[src/rtl/dot_acc_if.sv]
// Operand/result handshake bundle for dot_acc.
// Lane i of in_a/in_b occupies bits [i*WIDTH +: WIDTH].
interface dot_acc_if #(
    parameter int WIDTH     = 8,
    parameter int LANES     = 2,
    parameter int ACC_WIDTH = 8
) ();
    logic                        in_valid;
    logic                        in_ready;
    logic                        in_first;
    logic                        in_last;
    logic [WIDTH-1:0]            in_bias;
    logic [LANES-1:0][WIDTH-1:0] in_a;
    logic [LANES-1:0][WIDTH-1:0] in_b;
    logic                        out_valid;
    logic                        out_ready;
    logic [ACC_WIDTH-1:0]        out_data;
    logic                        out_overflow;
    logic                        busy;

    modport master (output in_valid, in_first, in_last, in_bias, in_a, in_b, out_ready,
                    input  in_ready, out_valid, out_data, out_overflow, busy);
    modport slave  (input  in_valid, in_first, in_last, in_bias, in_a, in_b, out_ready,
                    output in_ready, out_valid, out_data, out_overflow, busy);
endinterface

[src/rtl/dot_acc.sv]
// Pipelined signed dot-product accumulator.
// S1: operand register, S2: products + adder-tree sum, S3: accumulator + output.
// One global enable stalls every stage while a result waits for the consumer.

// Full-precision signed product of one lane.
module dot_acc_lane #(
    parameter int WIDTH = 8
) (
    input  logic signed [WIDTH-1:0]   a,
    input  logic signed [WIDTH-1:0]   b,
    output logic signed [2*WIDTH-1:0] p
);
    assign p = (2*WIDTH)'(a) * (2*WIDTH)'(b);
endmodule

module dot_acc #(
    parameter int WIDTH     = 8,
    parameter int LANES     = 2,
    parameter int ACC_WIDTH = 8,
    parameter bit SAT       = 1'b0
) (
    input logic      clock,
    input logic      reset,
    dot_acc_if.slave bus
);
    localparam int PW = 2*WIDTH;
    // Tree sum carries enough headroom that no lane combination can overflow it.
    localparam int SW = 2*WIDTH + $clog2(LANES) + 1;
    // Step intermediate wide enough for base + sum without wrapping.
    localparam int TW = ((SW > ACC_WIDTH) ? SW : ACC_WIDTH) + 2;
    localparam logic signed [TW-1:0] ACC_MAX = {{(TW-ACC_WIDTH+1){1'b0}}, {(ACC_WIDTH-1){1'b1}}};
    localparam logic signed [TW-1:0] ACC_MIN = {{(TW-ACC_WIDTH+1){1'b1}}, {(ACC_WIDTH-1){1'b0}}};

    typedef struct packed {
        logic                        first;
        logic                        last;
        logic [WIDTH-1:0]            bias;
        logic [LANES-1:0][WIDTH-1:0] a;
        logic [LANES-1:0][WIDTH-1:0] b;
    } beat_t;

    typedef struct packed {
        logic             first;
        logic             last;
        logic [WIDTH-1:0] bias;
        logic [SW-1:0]    sum;
    } prod_t;

    logic                        adv;
    logic [1:0]                  vld_pipe;   // [0] = S1 holds a beat, [1] = S2 holds a beat
    beat_t                       s1_q;
    prod_t                       s2_q;
    logic [LANES-1:0][PW-1:0]    prod;
    logic signed [SW-1:0]        sum;
    logic signed [TW-1:0]        base;
    logic signed [TW-1:0]        t;
    logic                        step_ovf;
    logic signed [ACC_WIDTH-1:0] acc_q;
    logic signed [ACC_WIDTH-1:0] acc_nxt;
    logic                        ovf_q;
    logic                        ovf_nxt;
    logic                        out_valid_q;
    logic [ACC_WIDTH-1:0]        out_data_q;
    logic                        out_ovf_q;

    assign adv          = !out_valid_q || bus.out_ready;
    assign bus.in_ready = adv && !reset;
    assign bus.out_valid    = out_valid_q;
    assign bus.out_data     = out_data_q;
    assign bus.out_overflow = out_ovf_q;
    assign bus.busy         = (|vld_pipe) || out_valid_q;

    for (genvar i = 0; i < LANES; i++) begin : g_lane
        dot_acc_lane #(.WIDTH(WIDTH)) u_lane (
            .a (s1_q.a[i]),
            .b (s1_q.b[i]),
            .p (prod[i])
        );
    end

    // Adder tree over the lane products, sign-extended to the full sum width.
    always_comb begin
        sum = '0;
        for (int i = 0; i < LANES; i++)
            sum = sum + SW'($signed(prod[i]));
    end

    // S1/S2 registers and valid shift; in_ready == adv so in_valid here means accepted.
    always_ff @(posedge clock) begin
        if (reset) begin
            vld_pipe <= '0;
            s1_q     <= '0;
            s2_q     <= '0;
        end else if (adv) begin
            vld_pipe   <= {vld_pipe[0], bus.in_valid};
            s1_q.first <= bus.in_first;
            s1_q.last  <= bus.in_last;
            s1_q.bias  <= bus.in_bias;
            s1_q.a     <= bus.in_a;
            s1_q.b     <= bus.in_b;
            s2_q.first <= s1_q.first;
            s2_q.last  <= s1_q.last;
            s2_q.bias  <= s1_q.bias;
            s2_q.sum   <= sum;
        end
    end

    // Accumulate step: reload from bias on first, detect range exit, wrap or clamp.
    always_comb begin
        base     = s2_q.first ? TW'($signed(s2_q.bias)) : TW'(acc_q);
        t        = base + TW'($signed(s2_q.sum));
        step_ovf = (t > ACC_MAX) || (t < ACC_MIN);
        ovf_nxt  = (s2_q.first ? 1'b0 : ovf_q) | step_ovf;
        acc_nxt  = t[ACC_WIDTH-1:0];
        if (SAT && (t > ACC_MAX))
            acc_nxt = ACC_MAX[ACC_WIDTH-1:0];
        else if (SAT && (t < ACC_MIN))
            acc_nxt = ACC_MIN[ACC_WIDTH-1:0];
    end

    // S3: accumulator state and output register; a last beat publishes the result.
    always_ff @(posedge clock) begin
        if (reset) begin
            acc_q       <= '0;
            ovf_q       <= 1'b0;
            out_valid_q <= 1'b0;
            out_data_q  <= '0;
            out_ovf_q   <= 1'b0;
        end else if (adv) begin
            out_valid_q <= vld_pipe[1] && s2_q.last;
            if (vld_pipe[1]) begin
                acc_q <= acc_nxt;
                ovf_q <= ovf_nxt;
                if (s2_q.last) begin
                    out_data_q <= acc_nxt;
                    out_ovf_q  <= ovf_nxt;
                end
            end
        end
    end
endmodule

[src/flat_wrapper.sv]
// flat-port wrapper written by rule: the top's interface ports become plain ports
module dot_acc_flat 
#(
    parameter int WIDTH     = 8,
    parameter int LANES     = 2,
    parameter int ACC_WIDTH = 8,
    parameter bit SAT       = 1'b0
)
  (clock, reset, bus_in_valid, bus_in_first, bus_in_last, bus_in_bias, bus_in_a, bus_in_b, bus_out_ready, bus_in_ready, bus_out_valid, bus_out_data, bus_out_overflow, bus_busy);
  dot_acc_if #(.WIDTH(WIDTH), .LANES(LANES), .ACC_WIDTH(ACC_WIDTH)) bus_i ();
  input logic clock;
  input logic reset;
  input wire logic [$bits(bus_i.in_valid)-1:0] bus_in_valid;
  input wire logic [$bits(bus_i.in_first)-1:0] bus_in_first;
  input wire logic [$bits(bus_i.in_last)-1:0] bus_in_last;
  input wire logic [$bits(bus_i.in_bias)-1:0] bus_in_bias;
  input wire logic [$bits(bus_i.in_a)-1:0] bus_in_a;
  input wire logic [$bits(bus_i.in_b)-1:0] bus_in_b;
  input wire logic [$bits(bus_i.out_ready)-1:0] bus_out_ready;
  output wire logic [$bits(bus_i.in_ready)-1:0] bus_in_ready;
  output wire logic [$bits(bus_i.out_valid)-1:0] bus_out_valid;
  output wire logic [$bits(bus_i.out_data)-1:0] bus_out_data;
  output wire logic [$bits(bus_i.out_overflow)-1:0] bus_out_overflow;
  output wire logic [$bits(bus_i.busy)-1:0] bus_busy;
  assign bus_i.in_valid = bus_in_valid;
  assign bus_i.in_first = bus_in_first;
  assign bus_i.in_last = bus_in_last;
  assign bus_i.in_bias = bus_in_bias;
  assign bus_i.in_a = bus_in_a;
  assign bus_i.in_b = bus_in_b;
  assign bus_i.out_ready = bus_out_ready;
  assign bus_in_ready = bus_i.in_ready;
  assign bus_out_valid = bus_i.out_valid;
  assign bus_out_data = bus_i.out_data;
  assign bus_out_overflow = bus_i.out_overflow;
  assign bus_busy = bus_i.busy;
  dot_acc #(.WIDTH(WIDTH), .LANES(LANES), .ACC_WIDTH(ACC_WIDTH), .SAT(SAT)) u_core (.clock(clock), .reset(reset), .bus(bus_i));
endmodule
[config.mk]
export PLATFORM = sky130hd
export DESIGN_NAME = dot_acc_flat
export DESIGN_NICKNAME = d
export VERILOG_FILES = /design/src/rtl/dot_acc_if.sv /design/src/rtl/dot_acc.sv /design/src/flat_wrapper.sv
export SDC_FILE = /design/constraint.sdc
export NUM_CORES = 1
export LEC_CHECK = 0
export ABC_AREA = 1
export BUFFER_PORTS_ARGS = -buffer_cell sky130_fd_sc_hd__buf_2
export CORE_ASPECT_RATIO = 1.5
export CORE_MARGIN = 1.5
export CORE_UTILIZATION = 35
export CTS_CLUSTER_DIAMETER = 200
export DETAILED_ROUTE_END_ITERATION = 12
export MAX_ROUTING_LAYER = met4
export SYNTH_ARGS = -nofsm -noshare
export SYNTH_HDL_FRONTEND = slang
export SYNTH_SLANG_ARGS = --single-unit
export TNS_END_PERCENT = 10
[constraint.sdc]
create_clock -name clock -period 7.7 [get_ports clock]
set_input_delay 0.77 -clock clock [delete_from_list [all_inputs] [get_ports clock]]
set_output_delay 0.77 -clock clock [all_outputs]
set_load 0.1 [all_outputs]
Word-level counts from Yosys, hierarchy flattened
Cells that the tools add are included.
{ "totals": {"out_inout_bits": 12, "register_bits": 90, "elab_cells": 36, "in_bits": 46} }
{ "op_classes": {"n_reduce_logical": 10, "n_lt_le_gt_ge": 2, "muxes": 2, "addsub": 2, "mul": 2, "bitwise_logic": 1} }
{ "op_table": {"columns": ["cell", "n"], "rows": [
  ["$mul A8 B8 Y16", 2],
  ["$add A20 B17 Y20", 1],
  ["$gt A20 B8 Y1 const B", 1],
  ["$lt A20 B8 Y1 const B", 1],
  ["$mux W20", 1],
  ["$add A16 B16 Y17", 1],
  ["$logic_or A1 B1 Y1", 3],
  ["$reduce_and A3 Y1", 1],
  ["$logic_and A1 B1 Y1", 2],
  ["$logic_not A1 Y1", 2],
  ["$reduce_and A2 Y1", 1],
  ["$reduce_or A2 Y1", 1],
  ["$mux W1", 1],
  ["$or A1 B1 Y1", 1]
]} }

Logic depth before layout (Yosys ltp)
{ "depth": {"word_depth": 5, "ltp_mapped": 29, "mapped_depth_nobuf": 28} }

By module
Synthesis repeated with hierarchy kept, for this count alone.
{ "unflattened": {"cells_unflattened": 1498, "area_unflattened_um2": 10576.4} }
{ "by_module_without_submodules": {"columns": ["mod", "seq_area_each_um2", "n_inst", "cells_each", "area_each_um2"], "rows": [
  ["dot_acc", 1801.7, 1, 683, 4959.8],
  ["dot_acc_lane at u_core.g_lane[1].u_lane", 0.0, 1, 412, 2829.0],
  ["dot_acc_lane at u_core.g_lane[0].u_lane", 0.0, 1, 403, 2787.7]
]} }

Worst setup path before layout
OpenSTA, ideal clock, no wires.
{ "synth_timing": {"path_type": "flip-flop to flip-flop", "start": "register u_core.s1_q[8] (netlist name)", "end": "register u_core.s2_q[14] (netlist name)", "setup_slack_ps": 2241, "path_stages_with_launch": 25, "synth_period_minus_slack_ps": 5459, "arrival_ps": 5404, "setup_time_ps": 56, "required_time_ps": 7644, "path_buffers": 1, "cell_sequence": "dfxtp_1 > clkbuf_1 > nand2_1 > inv_1 > fa_1 > fa_1 > fa_1 > fa_1 > fa_1 > inv_1 > fa_1 > inv_1 > ha_1 > a21o_1 > a21oi_1 > nand2_1 > nand2_1 > nand2_1 > a21oi_1 > o21ai_0 > nor2_1 > nor2_1 > nand2_1 > nand2_1 > inv_1"} }
{ "synth_via": {"elab_chain_len": 2} }
{ "synth_lines": {"columns": ["element", "line", "source"], "rows": [
  ["$mul A8 B8 Y16", "dot_acc.sv:13", "assign p = (2*WIDTH)'(a) * (2*WIDTH)'(b);"],
  ["$add A16 B16 Y17", "dot_acc.sv:85", "sum = sum + SW'($signed(prod[i]));"],
  ["to (decl)", "dot_acc.sv:52", "prod_t s2_q;"]
]} }
Every way passes these cells.
A chain may end at the register's enable or synchronous reset.

Worst setup path after layout
{ "layout_timing": {"start": "register u_core.s1_q[7] (netlist name)", "end": "register u_core.s2_q[14] (netlist name)"} }
{ "layout_via": {"elab_chain_len": 2} }
{ "layout_lines": {"columns": ["element", "line"], "rows": [
  ["$mul A8 B8 Y16", "dot_acc.sv:13"],
  ["$add A16 B16 Y17", "dot_acc.sv:85"]
]} }
Every way passes these cells.

==> flow_summary.json <==
{
  "tritoncts": "yes",
  "async_reset_ff_share_pct": 0,
  "routed_wl_um": 25900,
  "dpl.cell_count": 1797,
  "syn_nets": 1665,
  "maxCapViolations": 0,
  "placed_area_um2": 10800,
  "startpoint_type": "register",
  "slowest_delay_ps": 540,
  "drt_iter0_drc": 361,
  "fp.dieW_um": 142,
  "power.total_mw": 2.32,
  "rsz0062_at_grt": "no",
  "grt_usage_pct": 18.6,
  "drv_slew": 0,
  "arrival_ps": 6230,
  "vias": 8249,
  "ys_seq_area_share_pct": 17.7,
  "synth_edf_count": 0,
  "place.gp.congestion": 0.990,
  "first_pass_iters": 5,
  "synth_cells": 1405,
  "cts_hold_buf": 0,
  "ys_types": 32,
  "htree_levels": 3,
  "cts_buffer_depth": 2,
  "antennaDiodeCount": 0,
  "hold_viol": 0,
  "ctsResizeCount": 0,
  "p_leak_nw": 6.45,
  "area_growth_pct": 8.73,
  "finalSetupViolCount": 0,
  "finalClockSkew_ps": 14.4,
  "hold_path_class": "register to register",
  "synth_ff_type": "dfxtp_1",
  "worstMarginPinSlew_ps": 895,
  "grt_pass1_wl_um": 42000,
  "clock-sinks": 90,
  "clk_latency_ps": 370,
  "die-area_um2": 30200,
  "drtAntennaViolNets": 0,
  "timing.hold.ws_ps": 452,
  "cp_num_buf_inv": 6,
  "fin_tns_setup_ps": 0,
  "fin_util_pct": 38.6,
  "dp_hpwl_um": 21700,
  "antenna_found_initial": 0,
  "root_buffer": "clkbuf_16",
  "p_per_area_nw_per_um2": 210,
  "required_ps": 7970,
  "crit_slowest_cell": "fa_1",
  "die_h_um": 212,
  "initial_core_util_pct": 35.5,
  "overflow": 0,
  "fin_crit_ps": 5950,
  "peakVddDrop_uv": 147,
  "crit_family": "adder cells",
  "grt_max_degree": 75,
  "cts_buffers": 9,
  "status": "finished clean",
  "nets": 1678,
  "netlist_area_um2": 10200,
  "clkTransAtPathRegs_ps": 80,
  "cp_common_cell": "fa_1",
  "final_cell_area_um2": 11100,
  "drc": 0,
  "ys_ff_latch": 90,
  "crit_path_max_fanout": 10,
  "place_ws_ps": 1770,
  "finalCritPeriodShare_pct": 77.3,
  "layout_commonest_cell": "inv_1",
  "portBuffers": 57,
  "syn_avg_cell_area_um2": 7.25,
  "coreArea_um2": 28700,
  "final_cell_mix": "inv_1 (345), nand2_1 (277), nor2_1 (171), fa_1 (144), o21ai_0 (95)",
  "fmax_ghz": 0.168,
  "rows": 76,
  "timing_worst_setup_path_type": "register to register",
  "layout.cells.non_filler": 1813,
  "ys_warn_count": 0,
  "wire_per_inst_um": 14.3,
  "grt_pass1_vias": 8331,
  "drive_gt1_share_pct": 7.10,
  "worst_setup_path_end_kind": "register",
  "slew-limit-headroom_pct": 39.7,
  "layout_setup_ws_ps": 1750,
  "cts_setup_buffers": 0,
  "vias_per_cell": 4.55,
  "io_pins": 58
}
==> layout make-up <==
class / instances / area [µm²]
fill: 3070 / 17600
multi-input combinational: 903 / 6840
sequential: 90 / 1800
inverter: 353 / 1330
tap: 390 / 488
timing repair buffer: 61 / 315
clock buffer: 9 / 225
clock inverter: 7 / 78.8
==> tightest hold or removal path: cells and delay by family (launching register included) <==
| kind | cells | cell delay [ps] |
|---|---|---|
| AOI/OAI and AO/OA | 1 | 50 |
| buffers and inverters | 1 | 50 |
| DFF | 1 | 300 |
==> logic make-up after synthesis <==
kind of cell / after synthesis / synth area share [%]
flops: 90 / 17.7
simple gates: 515 / 20.3
buf+inv: 412 / 15.2
xor+xnor: 25 / 2.15
compound gates: 149 / 7.81
fa+ha+maj: 214 / 36.9
==> routing by layer <==
| metal | global-route usage [%] | wire length (µm) | vias to the layer above |
|---|---|---|---|
| met3 | 1.88 | 555 | 54 |
| li1 | - | - | 4140 |
| met2 | 34.8 | 14300 | 129 |
| met5 | - | 0 | - |
| met4 | 7.15 | 914 | 0 |
| met1 | 20.1 | 10100 | 3926 |
==> flip-flops by register name, indices dropped and copies added, names as in the netlist <==
register	cells
u_core.bus.out_valid	1
u_core.acc_q	8
u_core.bus.out_overflow	1
u_core.vld_pipe	2
u_core.bus.out_data	8
u_core.s1_q	42
u_core.s2_q	27
u_core.ovf_q	1
==> final timing paths <==
check                                      from         endpoint  slack (ps)  depth (start not counted)
worst min-delay path            u_core.acc_q[2]  u_core.acc_q[2]         450                          2
worst max-delay path             u_core.s1_q[7]  u_core.s2_q[14]        1750                         25
worst min register to register  u_core.acc_q[2]  u_core.acc_q[2]         450                          2
worst max register to register   u_core.s1_q[7]  u_core.s2_q[14]        1750                         25
==> synthesized netlist by cell type, types with 2 or more instances <==
master,instances,area share (%)
clkbuf_1,58,2.1
nor2_2,3,0.18
or2_2,4,0.25
dfxtp_1,90,18
nand3_1,32,1.6
xor2_1,15,1.3
clkinv_1,2,0.074
nand3b_1,3,0.22
nand4_1,9,0.55
a21oi_1,36,1.8
o21ai_0,95,4.7
ha_1,70,8.6
a21oi_2,2,0.17
o211ai_1,2,0.15
inv_1,347,13
nand2_1,277,10
inv_2,4,0.15
nand3_2,2,0.20
fa_1,144,28
xnor2_1,10,0.86
nor2_1,171,6.3
o21bai_1,7,0.52
o221ai_1,2,0.17
nor3_1,6,0.29
nand2_2,7,0.43
==> where the power goes <==
part,total [mW],leakage [nW],internal [mW],switching [mW]
clock,0.467,0.150,0.233,0.234
sequential,0.566,0.744,0.516,0.0493
combinational,1.29,5.55,0.485,0.805
(Power assumes the default switching activity.)
